--- src/rtl/scoreboard.sv ---
// scoreboard: register-busy tracker for the decode stage.
// Keeps one small pending-write counter per architectural register. The decoder
// commits destinations; ALU/LSU writebacks release them. Source queries read
// back "busy" when a write is still outstanding. Register x0 is never tracked.
// Optional feature macro: SCOREBOARD_BYPASS_EN (same-cycle release bypasses
// into the query answers). Without it, answers come from the registered
// counters only.
module scoreboard #(
  parameter int RFADDR = 5,
  parameter int NREGS  = 2**RFADDR,
  parameter int CNT_W  = 2
) (
  input  logic              clk_i,
  input  logic              rst_i,
  input  logic [RFADDR-1:0] query_1_i,
  input  logic [RFADDR-1:0] query_2_i,
  output logic              query_answer_1_o,
  output logic              query_answer_2_o,
  input  logic [RFADDR-1:0] commit_i,
  input  logic              rel_alu_valid_i,
  input  logic [RFADDR-1:0] rel_alu_addr_i,
  input  logic              rel_lsu_valid_i,
  input  logic [RFADDR-1:0] rel_lsu_addr_i,
  input  logic              flush_i,
  output logic              err_o
);

  localparam logic [CNT_W-1:0] CNT_MAX  = {CNT_W{1'b1}};
  localparam logic [CNT_W-1:0] CNT_ZERO = {CNT_W{1'b0}};

  // Number of releases hitting one register in a cycle (0..2).
  function automatic logic [1:0] release_count(input logic alu_hit, input logic lsu_hit);
    return {1'b0, alu_hit} + {1'b0, lsu_hit};
  endfunction

  // Registered state
  logic [CNT_W-1:0] cnt_r [NREGS];
  logic             err_r;

  // Per-register next-state terms
  logic [NREGS-1:0] inc_s;
  logic [1:0]       dec_s  [NREGS];
  logic [CNT_W:0]   sum_s  [NREGS];
  logic [CNT_W:0]   diff_s [NREGS];
  logic [CNT_W-1:0] cnt_next_s [NREGS];
  logic [NREGS-1:0] ovf_s;
  logic [NREGS-1:0] unf_s;
  logic             err_event_s;

  // Compute each register's clamped next count and its overflow/underflow flags.
  always_comb begin
    for (int r = 0; r < NREGS; r++) begin
      inc_s[r]      = 1'b0;
      dec_s[r]      = 2'd0;
      sum_s[r]      = {(CNT_W+1){1'b0}};
      diff_s[r]     = {(CNT_W+1){1'b0}};
      cnt_next_s[r] = CNT_ZERO;
      ovf_s[r]      = 1'b0;
      unf_s[r]      = 1'b0;
      if (r != 0) begin
        inc_s[r] = (commit_i == RFADDR'(r));
        dec_s[r] = release_count(rel_alu_valid_i && (rel_alu_addr_i == RFADDR'(r)),
                                 rel_lsu_valid_i && (rel_lsu_addr_i == RFADDR'(r)));
        sum_s[r] = {1'b0, cnt_r[r]} + {{CNT_W{1'b0}}, inc_s[r]};
        if (sum_s[r] < (CNT_W+1)'(dec_s[r])) begin
          // More releases than outstanding writes: clamp to idle and flag.
          unf_s[r]      = 1'b1;
          cnt_next_s[r] = CNT_ZERO;
        end else begin
          diff_s[r] = sum_s[r] - (CNT_W+1)'(dec_s[r]);
          if (diff_s[r] > {1'b0, CNT_MAX}) begin
            // Commit on a full counter with no release: hold at max and flag.
            ovf_s[r]      = 1'b1;
            cnt_next_s[r] = CNT_MAX;
          end else begin
            cnt_next_s[r] = diff_s[r][CNT_W-1:0];
          end
        end
      end else begin
        // x0 is hardwired idle; its commits and releases are silently dropped.
        cnt_next_s[r] = CNT_ZERO;
      end
    end
  end

  // Any tracked register over- or under-flowing this cycle.
  always_comb begin
    err_event_s = 1'b0;
    if ((|ovf_s) || (|unf_s)) begin
      err_event_s = 1'b1;
    end else begin
      err_event_s = 1'b0;
    end
  end

  // Counter and sticky error registers; reset beats flush, flush beats updates.
  always_ff @(posedge clk_i) begin
    if (rst_i) begin
      for (int r = 0; r < NREGS; r++) begin
        cnt_r[r] <= CNT_ZERO;
      end
      err_r <= 1'b0;
    end else if (flush_i) begin
      for (int r = 0; r < NREGS; r++) begin
        cnt_r[r] <= CNT_ZERO;
      end
      err_r <= err_r;
    end else begin
      for (int r = 0; r < NREGS; r++) begin
        cnt_r[r] <= cnt_next_s[r];
      end
      err_r <= err_r | err_event_s;
    end
  end

`ifdef SCOREBOARD_BYPASS_EN
  // Busy answers from the next count, so a same-cycle release frees the source.
  always_comb begin
    query_answer_1_o = 1'b0;
    query_answer_2_o = 1'b0;
    if (cnt_next_s[query_1_i] != CNT_ZERO) begin
      query_answer_1_o = 1'b1;
    end else begin
      query_answer_1_o = 1'b0;
    end
    if (cnt_next_s[query_2_i] != CNT_ZERO) begin
      query_answer_2_o = 1'b1;
    end else begin
      query_answer_2_o = 1'b0;
    end
  end
`else
  // Busy answers straight from the registered counters.
  always_comb begin
    query_answer_1_o = 1'b0;
    query_answer_2_o = 1'b0;
    if (cnt_r[query_1_i] != CNT_ZERO) begin
      query_answer_1_o = 1'b1;
    end else begin
      query_answer_1_o = 1'b0;
    end
    if (cnt_r[query_2_i] != CNT_ZERO) begin
      query_answer_2_o = 1'b1;
    end else begin
      query_answer_2_o = 1'b0;
    end
  end
`endif

  assign err_o = err_r;

endmodule

--- config.mk ---
export PLATFORM = sky130hd
export DESIGN_NAME = scoreboard
export DESIGN_NICKNAME = d
export VERILOG_FILES = /design/src/rtl/scoreboard.sv
export SDC_FILE = /design/constraint.sdc
export NUM_CORES = 1
export LEC_CHECK = 0
export ABC_AREA = 1
export CAP_MARGIN = 10
export CORE_UTILIZATION = 49
export CTS_CLUSTER_SIZE = 28
export DETAILED_ROUTE_END_ITERATION = 6
export GPL_TIMING_DRIVEN = 0
export HOLD_SLACK_MARGIN = 0.08
export PLACE_DENSITY_LB_ADDON = 0.12
export SLEW_MARGIN = 20
export SYNTH_ARGS = -nofsm -noshare
export SYNTH_HDL_FRONTEND = slang
export SYNTH_SLANG_ARGS = --single-unit
--- constraint.sdc ---
create_clock -name clk_i -period 3.1 [get_ports clk_i]
set_input_delay 0.31 -clock clk_i [delete_from_list [all_inputs] [get_ports clk_i]]
set_output_delay 0.31 -clock clk_i [all_outputs]
set_load 0.05 [all_outputs]
==> metrics.csv <==
stage,metric,value,unit
placement,GP Congestion,1.05,
global_routing,initial antenna violation count,0,
job,Max-Cap Viols,0,
cts,CTS buffer count,9,
sta,final setup TNS,0,ns
setup_path,Crit Reg-Reg Endpoint,err_o,
setup_path,CP Max Fanout,4,
floorplan,core footprint,16600,um^2
synthesis,Synth warnings,0,
power,Worst VDD drop,0.284,mV
synthesis,Post-synth EDFFs,62,
hold_path,cell count of the worst hold path,2,
cts,clk root buf,clkbuf_16,
global_routing,largest net degree at the start of global routing,11,
synthesis,Mapped Avg Cell Area,7.62,um^2
global_routing,vias in the first global route,7439,
setup_path,R2R setup slack,0.59,ns
setup_path,critical path's largest stage delay,0.55,ns
cts,H-tree depth,3,
synthesis,synthesized area,8330,um^2
placement,Placement Setup Slack,-0.552,ns
synthesis,cells after synthesis,1094,
sta,fmax,337,MHz
setup_path,Crit path required time,3.35,ns
routing,DRC violations left,0,
routing,Routed WL per cell,16.8,um
setup_path,crit path kind,in2reg,
cts,# Post-CTS Setup Buffers,0,
sta,Final Max Tran Viols,0,
sta,Hold Fails Final Rpt,0,
setup_path,"most used cell, CP",nand2_1,
power,power per cell area,285,nW/um^2
synthesis,"top cells by area, synth","edfxtp_1, ha_1, fa_1, inv_1, nand2_1",
routing,total wire length,23.9,mm
hold_path,Worst Hold End,err_o,
floorplan,# rows,47,
floorplan,die area,17500,um^2
synthesis,Synth cell types,36,
cts,"Reg clk slew, reported paths",0.05,ns
synthesis,cell taking the most area after synthesis,edfxtp_1,
setup_path,Buf/Inv on CP,2,
floorplan,Initial Utilization,50.2,%
sta,Worst Skew,0.00716,ns
routing,"antenna viol nets, final",0,
cts,Clock Tree Buf Depth,2,
setup_path,Slowest cell on crit path,clkdlybuf4s50_1,
sta,fin crit period,2.96,ns
cells_and_area,share of layout cells above drive strength 1,7.33,%
sta,Slew @ Worst Pin,0.502,ns
sta,Final Setup Violations,0,
cts,CTS tree,yes,
routing,via count,7333,
cells_and_area,ANT cells,0,
hold_path,hold wc startpoint,err_o,
floorplan,Die Wd,132,um
synthesis,Yosys top cell area share,22.3,%
synthesis,Seq cells post-synth,63,
setup_path,crit end category,flop,
setup_path,Worst R2R Path Depth,13,
global_routing,Total GRT Usage,29.1,%
setup_path,crit path launch type,input port,
cts,hold_buf cts,0,
hold_path,worst min-delay path class,reg2reg,
global_routing,global route overflow,0,
global_routing,first-pass GRT wire length,38.2,mm
power,Total Power,2.76,mW
setup_path,ordered cell list for the critical path,"clkdlybuf4s50_1, inv_1, nor2_2, nand2_1, nor2_1, ha_1, ha_1, fa_1, xor2_1, nand2_1, nand2_1, nor2_1, nand2_1, nor2_1, nand3_1, nand2_1, nand2_1",
cts,CTS Sinks,63,
cells_and_area,area grow syn2layout,16.3,%
synthesis,Most used DFF post-synth,edfxtp_1,
routing,DRT iter0 DRCs,575,
synthesis,ys async rst share,0,%
cts,clock latency on the worst-skew pair,0.36,ns
floorplan,Ports,33,
floorplan,Die Y-Extent,132,um
sta,Tcrit/Tclk final,95.6,%
cells_and_area,nets,1412,
routing,number of vias per cell,5.16,
placement,IO buf count,30,
placement,hpwl dp,20.2,mm
power,Pleak,5.07,nW
setup_path,r2r startpoint,cnt_r[6][0],
synthesis,"Seq/Total Area, Yosys",22.6,%
status,status,completed,
setup_path,"delay-heaviest family, CP",simple AND/OR/NAND/NOR gates,
routing,first-pass detailed-route iteration total,7,
sta,Rel. slew slack,66.5,%
sta,Final WS setup,0.136,ns
setup_path,critical path data arrival time,3.21,ns
[synthesized netlist by cell type, types with 2 or more instances]
cell type and n:
nor4_1 4, fa_1 62, nor2_1 163, o211ai_1 7
clkbuf_1 3, o21ai_1 5, nand3_1 23, o21ai_0 16
a31oi_1 6, xor2_1 30, nand3b_1 3, a21oi_1 76
edfxtp_1 62, or2_2 3, buf_6 2, nand2_1 222
buf_4 3, buf_2 3, nor3_1 13, nand4_1 5
nand2_2 2, ha_1 124, nor2_2 2, inv_2 4
o2111ai_1 2, o31ai_1 2, inv_1 238
[state kept, by name (all words and copies together), names as in the netlist]
register,cells
cnt_r,62
err_o,1
[power breakdown]
group / internal, mW / switching, mW / total [mW]
logic: 0.212 / 0.419 / 0.631
registers: 0.990 / 0.0373 / 1.03
clock network: 0.697 / 0.409 / 1.11
total: 1.90 / 0.866 / 2.76
[metal layers]
layer / GRT usage, % / up-vias / part of all wire, %
met5: 0 / - / 0
met4: 14.6 / 0 / 4.7
met3: 5.27 / 73 / 7.9
met2: 47.0 / 248 / 45
met1: 37.5 / 3433 / 42
li1: - / 3579 / -
[placed cells by master, fill, tap and decap left out, drive strengths merged, types with 2 or more instances in the layout]
| master | instances |
|---|---|
| dlygate4sd2 | 2 |
| nor4 | 4 |
| nand3b | 3 |
| nor3 | 13 |
| conb | 62 |
| clkbuf | 12 |
| dlymetal6s2s | 11 |
| o31ai | 2 |
| o211ai | 7 |
| nand2 | 224 |
| nand4 | 5 |
| a31oi | 6 |
| bufinv | 2 |
| nor2 | 165 |
| xor2 | 30 |
| or2 | 3 |
| a21oi | 76 |
| o2111ai | 2 |
| clkdlybuf4s50 | 17 |
| fa | 62 |
| nand3 | 24 |
| edfxtp | 62 |
| clkinv | 3 |
| o21ai | 21 |
| buf | 10 |
| inv | 243 |
| ha | 124 |
[worst max path at each step]
stage / start / to / slack, ns / cells after the start
after floorplan: rel_lsu_valid_i / err_o / 0.64 / 17
after global placement: rel_lsu_valid_i / err_o / -0.55 / 18
after detailed placement: rel_lsu_valid_i / err_o / -0.55 / 18
after CTS: commit_i[0] / err_o / 0.0005 / 18
after global routing: rel_lsu_addr_i[1] / err_o / -0.02 / 19
final: rel_alu_addr_i[2] / err_o / 0.14 / 17
[logic make-up after synthesis]
group | share of synthesized area (%)
adder cells (fa/ha/maj) | 33.5
buffers and inverters | 11.8
other | 0.0450
AND/OR/NAND/NOR | 21.1
XOR/XNOR | 3.26
flip-flops | 22.6
AO/OA/AOI/OAI | 7.67
[metrics by stage]
stage	cell area, um^2	util (%)	hold slack [ns]	instances
6_report	9690	58.4	0.459	1421
5_1_grt	9690	58.4	0.492	1421
4_1_cts	9500	57.3	0.460	1421
3_5_place_dp	9140	55.1	0.448	1405
3_3_place_gp	9140	55.1	0.450	1405
2_1_floorplan	8560	-	0.453	1155
[layout make-up]
cell class | count | area, um^2
buffer | 11 | 83.8
clock inverter | 5 | 72.6
multi-input combinational | 838 | 5900
inverter | 243 | 915
fill | 1579 | 6900
clock buffer | 11 | 233
tap | 220 | 275
sequential | 63 | 1880
timing repair buffer | 30 | 325
[worst reg2reg max path, stage by stage, from the launching register on]
cell and delay, ns:
edfxtp_1 0.47, ha_1 0.26, ha_1 0.27, inv_1 0.05, fa_1 0.44, xor2_1 0.19
nand2_1 0.09, nand2_1 0.09, nor2_1 0.15, nand2_1 0.08, nor2_1 0.09, nand3_1 0.10
nand2_1 0.09, nand2_1 0.05
[timing repair]
| item | 4_1_cts | 5_1_grt |
|---|---|---|
| gates resized for setup | 20 | 64 |
| pin swaps | 0 | 1 |
| endpoints found under the setup margin | 1 | 1 |
Power figures use the tool's default switching activity.
